`config.mk`:
```
export PLATFORM = sky130hd
export DESIGN_NAME = multdiv_seq
export DESIGN_NICKNAME = d
export VERILOG_FILES = /design/src/rtl/multdiv_pkg.sv /design/src/rtl/multdiv_addsub.sv /design/src/rtl/multdiv_seq.sv
export SDC_FILE = /design/constraint.sdc
export NUM_CORES = 1
export LEC_CHECK = 0
export BUFFER_PORTS_ARGS = -buffer_cell sky130_fd_sc_hd__buf_4
export CORE_AREA = 2 2 181 271
export DETAILED_ROUTE_END_ITERATION = 6
export DIE_AREA = 0 0 183 273
export SYNTH_ARGS = -nofsm -noshare
export SYNTH_HDL_FRONTEND = slang
export SYNTH_SLANG_ARGS = --single-unit
```
`constraint.sdc`:
```
create_clock -name clock -period 4.96 [get_ports clock]
set_input_delay 0.992 -clock clock [delete_from_list [all_inputs] [get_ports clock]]
set_output_delay 0.992 -clock clock [all_outputs]
set_load 0.05 [all_outputs]
```
`src/rtl/multdiv_pkg.sv`:
```
// Shared types and constants for the sequential multiplier/divider.
// Optional feature macro used by multdiv_seq: MULTDIV_EARLY_DIV0_EN.
package multdiv_pkg;

    typedef enum logic [1:0] {
        IDLE = 2'd0,
        MULT = 2'd1,
        DIV  = 2'd2,
        DONE = 2'd3
    } state_t;

    localparam int          ITER_COUNT = 32;
    localparam int          CNT_W      = 6;
    localparam logic [31:0] INT_MIN    = 32'h8000_0000;

endpackage

```
`src/rtl/multdiv_addsub.sv`:
```
// Adder/subtractor shared by the Booth add/subtract step and the restoring
// division trial subtraction. Reports carry-out and signed overflow so the
// caller can recover the true (WIDTH+1)-bit result sign.
module multdiv_addsub
    import multdiv_pkg::*;
#(
    parameter int WIDTH = 32
) (
    input  logic [WIDTH-1:0] a,
    input  logic [WIDTH-1:0] b,
    input  logic             sub,
    output logic [WIDTH-1:0] sum,
    output logic             carry,
    output logic             ovf
);

    logic [WIDTH-1:0] b_eff;
    logic [WIDTH:0]   full;
    logic             c_msb;

    // a + b, or a - b as a + ~b + 1; overflow is carry-into-MSB xor carry-out
    always_comb begin
        b_eff = sub ? ~b : b;
        full  = {1'b0, a} + {1'b0, b_eff} + {{WIDTH{1'b0}}, sub};
        sum   = full[WIDTH-1:0];
        carry = full[WIDTH];
        c_msb = sum[WIDTH-1] ^ a[WIDTH-1] ^ b_eff[WIDTH-1];
        ovf   = c_msb ^ carry;
    end

endmodule

```
`src/rtl/multdiv_seq.sv`:
```
// Sequential signed multiplier (radix-2 Booth) / divider (restoring on
// magnitudes), one iteration per clock, result pulse WIDTH+1 edges after accept.
// Define MULTDIV_EARLY_DIV0_EN to complete divide-by-zero one edge after accept.
module multdiv_seq
    import multdiv_pkg::*;
#(
    parameter int WIDTH = 32
) (
    input  logic             clock,
    input  logic             reset,
    input  logic [WIDTH-1:0] data_operandA,
    input  logic [WIDTH-1:0] data_operandB,
    input  logic             ctrl_MULT,
    input  logic             ctrl_DIV,
    output logic [WIDTH-1:0] data_result,
    output logic             data_exception,
    output logic             data_resultRDY,
    output logic             busy
);

    state_t             state_q, state_d;
    logic [CNT_W-1:0]   cnt_q, cnt_d;
    logic [2*WIDTH:0]   acc_q, acc_d;      // Booth: {hi, lo, q-1}; divide: {0, rem, quo}
    logic [WIDTH-1:0]   m_q, m_d;          // multiplicand, or divisor magnitude
    logic               qneg_q, qneg_d;
    logic               div0_q, div0_d;
    logic               dovf_q, dovf_d;
    logic [WIDTH-1:0]   result_q, result_d;
    logic               exc_q, exc_d;
    logic               rdy_q, rdy_d;

    logic [WIDTH-1:0]   as_a, as_sum;
    logic               as_sub, as_carry, as_ovf;
    logic [WIDTH:0]     prod_upper;
    logic               rem_ge;
    logic               booth_sign;
    logic [WIDTH-1:0]   booth_hi;

    function automatic logic [WIDTH-1:0] magnitude(input logic signed [WIDTH-1:0] v);
        return (v < 0) ? -v : v;
    endfunction

    multdiv_addsub #(.WIDTH(WIDTH)) u_addsub (
        .a     (as_a),
        .b     (m_q),
        .sub   (as_sub),
        .sum   (as_sum),
        .carry (as_carry),
        .ovf   (as_ovf)
    );

    // Steer the shared adder: trial subtract for divide, Booth add/sub for multiply
    always_comb begin
        if (state_q == DIV) begin
            as_a   = {acc_q[2*WIDTH-2:WIDTH], acc_q[WIDTH-1]};
            as_sub = 1'b1;
        end else begin
            as_a   = acc_q[2*WIDTH:WIDTH+1];
            as_sub = (acc_q[1:0] == 2'b10);
        end
    end

    // Next-state, iteration datapath and completion results
    always_comb begin
        state_d    = state_q;
        cnt_d      = cnt_q;
        acc_d      = acc_q;
        m_d        = m_q;
        qneg_d     = qneg_q;
        div0_d     = div0_q;
        dovf_d     = dovf_q;
        result_d   = result_q;
        exc_d      = exc_q;
        rdy_d      = 1'b0;
        prod_upper = acc_q[2*WIDTH:WIDTH];
        // Shifted partial remainder is >= divisor if its spilled bit is set or no borrow
        rem_ge     = acc_q[2*WIDTH-1] | as_carry;
        // After an add/sub the true sign is the overflow-corrected MSB
        booth_sign = acc_q[2*WIDTH];
        booth_hi   = acc_q[2*WIDTH:WIDTH+1];
        if (acc_q[1] ^ acc_q[0]) begin
            booth_sign = as_sum[WIDTH-1] ^ as_ovf;
            booth_hi   = as_sum;
        end

        if (ctrl_MULT && !ctrl_DIV) begin
            state_d = MULT;
            cnt_d   = '0;
            acc_d   = {{WIDTH{1'b0}}, data_operandB, 1'b0};
            m_d     = data_operandA;
        end else if (ctrl_DIV && !ctrl_MULT) begin
            state_d = DIV;
            cnt_d   = '0;
            acc_d   = {1'b0, {WIDTH{1'b0}}, magnitude(data_operandA)};
            m_d     = magnitude(data_operandB);
            qneg_d  = data_operandA[WIDTH-1] ^ data_operandB[WIDTH-1];
            div0_d  = (data_operandB == '0);
            dovf_d  = (data_operandA == INT_MIN) && (&data_operandB);
`ifdef MULTDIV_EARLY_DIV0_EN
            if (data_operandB == '0) begin
                cnt_d = CNT_W'(ITER_COUNT);
            end
`endif
        end else begin
            case (state_q)
                MULT: begin
                    if (cnt_q == CNT_W'(ITER_COUNT)) begin
                        result_d = acc_q[WIDTH:1];
                        exc_d    = !((&prod_upper) || !(|prod_upper));
                        rdy_d    = 1'b1;
                        state_d  = DONE;
                    end else begin
                        acc_d = {booth_sign, booth_hi, acc_q[WIDTH:1]};
                        cnt_d = cnt_q + 1'b1;
                    end
                end
                DIV: begin
                    if (cnt_q == CNT_W'(ITER_COUNT)) begin
                        if (div0_q) begin
                            result_d = '0;
                            exc_d    = 1'b1;
                        end else if (dovf_q) begin
                            result_d = INT_MIN;
                            exc_d    = 1'b1;
                        end else begin
                            result_d = qneg_q ? -acc_q[WIDTH-1:0] : acc_q[WIDTH-1:0];
                            exc_d    = 1'b0;
                        end
                        rdy_d   = 1'b1;
                        state_d = DONE;
                    end else begin
                        acc_d = {1'b0, (rem_ge ? as_sum : as_a), acc_q[WIDTH-2:0], rem_ge};
                        cnt_d = cnt_q + 1'b1;
                    end
                end
                DONE:    state_d = IDLE;
                default: state_d = state_q;
            endcase
        end
    end

    // Control and visible result registers, synchronously reset
    always_ff @(posedge clock) begin
        if (reset) begin
            state_q  <= IDLE;
            cnt_q    <= '0;
            qneg_q   <= 1'b0;
            div0_q   <= 1'b0;
            dovf_q   <= 1'b0;
            result_q <= '0;
            exc_q    <= 1'b0;
            rdy_q    <= 1'b0;
        end else begin
            state_q  <= state_d;
            cnt_q    <= cnt_d;
            qneg_q   <= qneg_d;
            div0_q   <= div0_d;
            dovf_q   <= dovf_d;
            result_q <= result_d;
            exc_q    <= exc_d;
            rdy_q    <= rdy_d;
        end
    end

    // Iteration datapath registers; contents are meaningless outside MULT/DIV
    always_ff @(posedge clock) begin
        acc_q <= acc_d;
        m_q   <= m_d;
    end

    assign data_result    = result_q;
    assign data_exception = exc_q;
    assign data_resultRDY = rdy_q;
    assign busy           = (state_q == MULT) || (state_q == DIV);

endmodule

```
==> metrics.csv <==
metric,value,unit
worstReg2RegEnd,acc_q[35]$_SDFFE_PP0P_,
num_io_pins,103,
leakage,5.08,nW
reg2reg_slack,0.38,ns
path_max_fanout,44,
utilization,29.0,%
fin_crit_sh,92.3,%
crit-reg2reg-launch,state_q[0]$_SDFFE_PP0P_,
clkTransAtPathRegs,0.07,ns
drive_above_1_share,14.7,%
synth-seq-cells,142,
r2r_cells,15,
io_buffers,102,
antenna_found_initial,0,
track_usage,16.2,%
ys_types,73,
yosysWarnings,0,
fin_nets,1616,
post-dp-hpwl,31.7,mm
gr-total-overflow,0,
post-route-drc-count,0,
gp_congestion,0.920,
cp_cell_sequence,"inv_1, ha_4, mux2i_1, mux2_2, fa_1, nand2b_1, a21oi_1, o2111ai_1, o211ai_1, a211o_1, a211o_1, buf_4, mux2i_1, a211oi_1, a31o_2",
crit_path_start_kind,register,
hold_path_class,register to register,
die-area,50000,um2
netlist_area,11800,um2
peakVddDrop,279,uV
synth-edff-count,64,
cts_buffers,17,
post_cts_buffers,0,
synth_ff_type,dfxtp_1,
pwr_density_cell,397,nW/um2
cap_violations,0,
setup_viol,0,
max_slew.worst_pin.slew,1.14,ns
h-tree-depth,4,
grt_setup_unrepaired,no,
route.vias.total,11500,
wl_per_cell,19.4,um
cp-endpoint,acc_q[35]$_SDFFE_PP0P_,
insertion_delay,0.46,ns
timing.hold.ws,0.494,ns
slowest_delay,0.57,ns
avgSynthCellArea,8.15,um2
grt_pass1_wl,63.5,mm
drt_iter0_drc,830,
die_h,273,um
netlist.top_cell.by_area,edfxtp_1,
cts_resized,0,
min_period,4.58,ns
cts_num_sinks,142,
ys_top_cells_by_area,"edfxtp_1, dfxtp_1, xnor2_1",
seq_area_frac_synth,29.5,%
clock-root-buffer,clkbuf_16,
synthToLayoutAreaGrowth,17.1,%
slew_violations,0,
synth_top_area_share,16.3,%
cts_tree,yes,
cts_buffer_depth,2,
cts_hold_buffers,0,
drt_pass1_iterations,5,
async_flop_share,0,%
grt_max_degree,102,
antenna_cells,0,
crit_type,register to register,
arrival,4.92,ns
routed_wl,41.0,mm
tns,0,ns
syn-num-nets,1561,
initial_utilization,24.8,%
relSlewSlack,24.1,%
cp.required,5.30,ns
slowest_stage,ha_4,
design.core.area,47600,um2
outcome,completed,
grt_pass1_vias,11300,
ant_nets,0,
fp-row-count,98,
skew,0.0167,ns
finalHoldViolations,0,
critPathCaptureType,register,
chipWidth,183,um
max_freq,219,MHz
crit_path_start,state_q[0]$_SDFFE_PP0P_,
vias_per_cell,5.44,
synth_cells,1447,
## synthesized netlist by cell type (all sizes together) (4+ instances only)
| cell type | number |
|---|---|
| nor2 | 110 |
| o221ai | 7 |
| buf | 14 |
| a22oi | 4 |
| o31ai | 30 |
| nor2b | 12 |
| nand3 | 16 |
| or4 | 15 |
| and3 | 6 |
| o21ai | 132 |
| inv | 30 |
| nand4b | 4 |
| a22o | 13 |
| nand2 | 171 |
| xnor2 | 109 |
| nand2b | 13 |
| a211oi | 21 |
| dfxtp | 78 |
| clkbuf | 78 |
| nor3 | 38 |
| o21a | 5 |
| a311oi | 11 |
| or3 | 22 |
| ha | 45 |
| a221oi | 17 |
| o21bai | 6 |
| and4 | 4 |
| mux2i | 48 |
| o211ai | 11 |
| nand4 | 20 |
| a31oi | 5 |
| a211o | 6 |
| xor2 | 48 |
| o41ai | 10 |
| nor4 | 25 |
| a21o | 13 |
| or2 | 5 |
| mux2 | 33 |
| edfxtp | 64 |
| a21oi | 113 |
## cells by family after synthesis
kind of cell,share of synthesized area [%]
and+or+nand+nor,19.4
AOI/OAI and AO/OA,23.3
xor gates and xnor gates,11.7
DFF,29.5
buffers and inverters,3.96
muxes,7.23
adders and majority gates,4.94
## stage by stage
stage / instance area (um2) / total power, W / setup slack (ns) / std cells
6_report: 13800 / 0.00548 / 0.383 / 2115
2_1_floorplan: 11800 / 0.00340 / 0.0559 / 1447
5_1_grt: 13800 / 0.00579 / 0.0580 / 2115
3_3_place_gp: 13200 / 0.00409 / 0.442 / 2083
3_5_place_dp: 13200 / 0.00413 / 0.393 / 2083
4_1_cts: 13800 / 0.00547 / 0.382 / 2115
## cell usage in the layout (no fill, tap or decap), types with 16 or more instances in the layout
cell type,n
a211oi_1,20
a21oi_1,113
a221oi_1,17
buf_4,128
clkbuf_16,19
dfxtp_1,78
edfxtp_1,64
ha_1,42
inv_1,30
mux2_2,33
mux2i_1,48
nand2_1,171
nand3_1,16
nand4_1,20
nor2_1,108
nor3_1,36
nor4_1,23
o21ai_0,126
o31ai_1,29
or3_1,20
xnor2_1,109
xor2_1,48
## state kept, by name, indices dropped and copies added (netlist names)
register and cells:
div0_q 1, state_q 2, data_resultRDY 1, cnt_q 6
m_q 32, acc_q 65, data_exception 1, dovf_q 1
data_result 32, qneg_q 1
## area by class of cell
| class | count | area, um2 |
|---|---|---|
| Clock buffer | 20 | 479 |
| Tap cell | 600 | 751 |
| Clock inverter | 12 | 120 |
| Inverter | 31 | 116 |
| Fill cell | 5058 | 33800 |
| Multi-Input combinational cell | 1182 | 7900 |
| Timing Repair Buffer | 128 | 961 |
| Sequential cell | 142 | 3480 |
## worst max-delay path, delay by kind of cell (launching register included)
family / cells / cell delay, ns
and+or+nand+nor: 1 / 0.19
muxes: 3 / 0.80
DFF: 1 / 0.35
buffers and inverters: 2 / 0.49
adders and majority gates: 2 / 0.96
AOI/OAI and AO/OA: 7 / 1.64
## power breakdown
group	internal [W]	switching (W)
Combinational	0.00102	0.00151
Sequential	0.00140	0.000210
Clock	0.000760	0.000576
Total	0.00318	0.00230
## worst min-delay path by stage
stage	from	endpoint	slack, ns	cells after the start
finish	data_result[13]$_SDFFE_PP0P_	data_result[13]$_SDFFE_PP0P_	0.49	2
global route	data_result[26]$_SDFFE_PP0P_	data_result[26]$_SDFFE_PP0P_	0.52	2
CTS	data_result[13]$_SDFFE_PP0P_	data_result[13]$_SDFFE_PP0P_	0.50	2
detailed placement	data_result[13]$_SDFFE_PP0P_	data_result[13]$_SDFFE_PP0P_	0.48	2
global placement	data_result[13]$_SDFFE_PP0P_	data_result[13]$_SDFFE_PP0P_	0.49	2
floorplan	cnt_q[5]$_SDFFE_PP0P_	cnt_q[5]$_SDFFE_PP0P_	0.47	2
## layer usage
layer,vias to the layer above,global-route usage (%),routed length [um]
met1,5483,16.9,15300
met3,140,1.95,1660
li1,5455,-,-
met2,423,28.8,20500
met4,0,14.0,3570
met5,-,0,0
No activity file was read; power rests on OpenSTA's default activity.
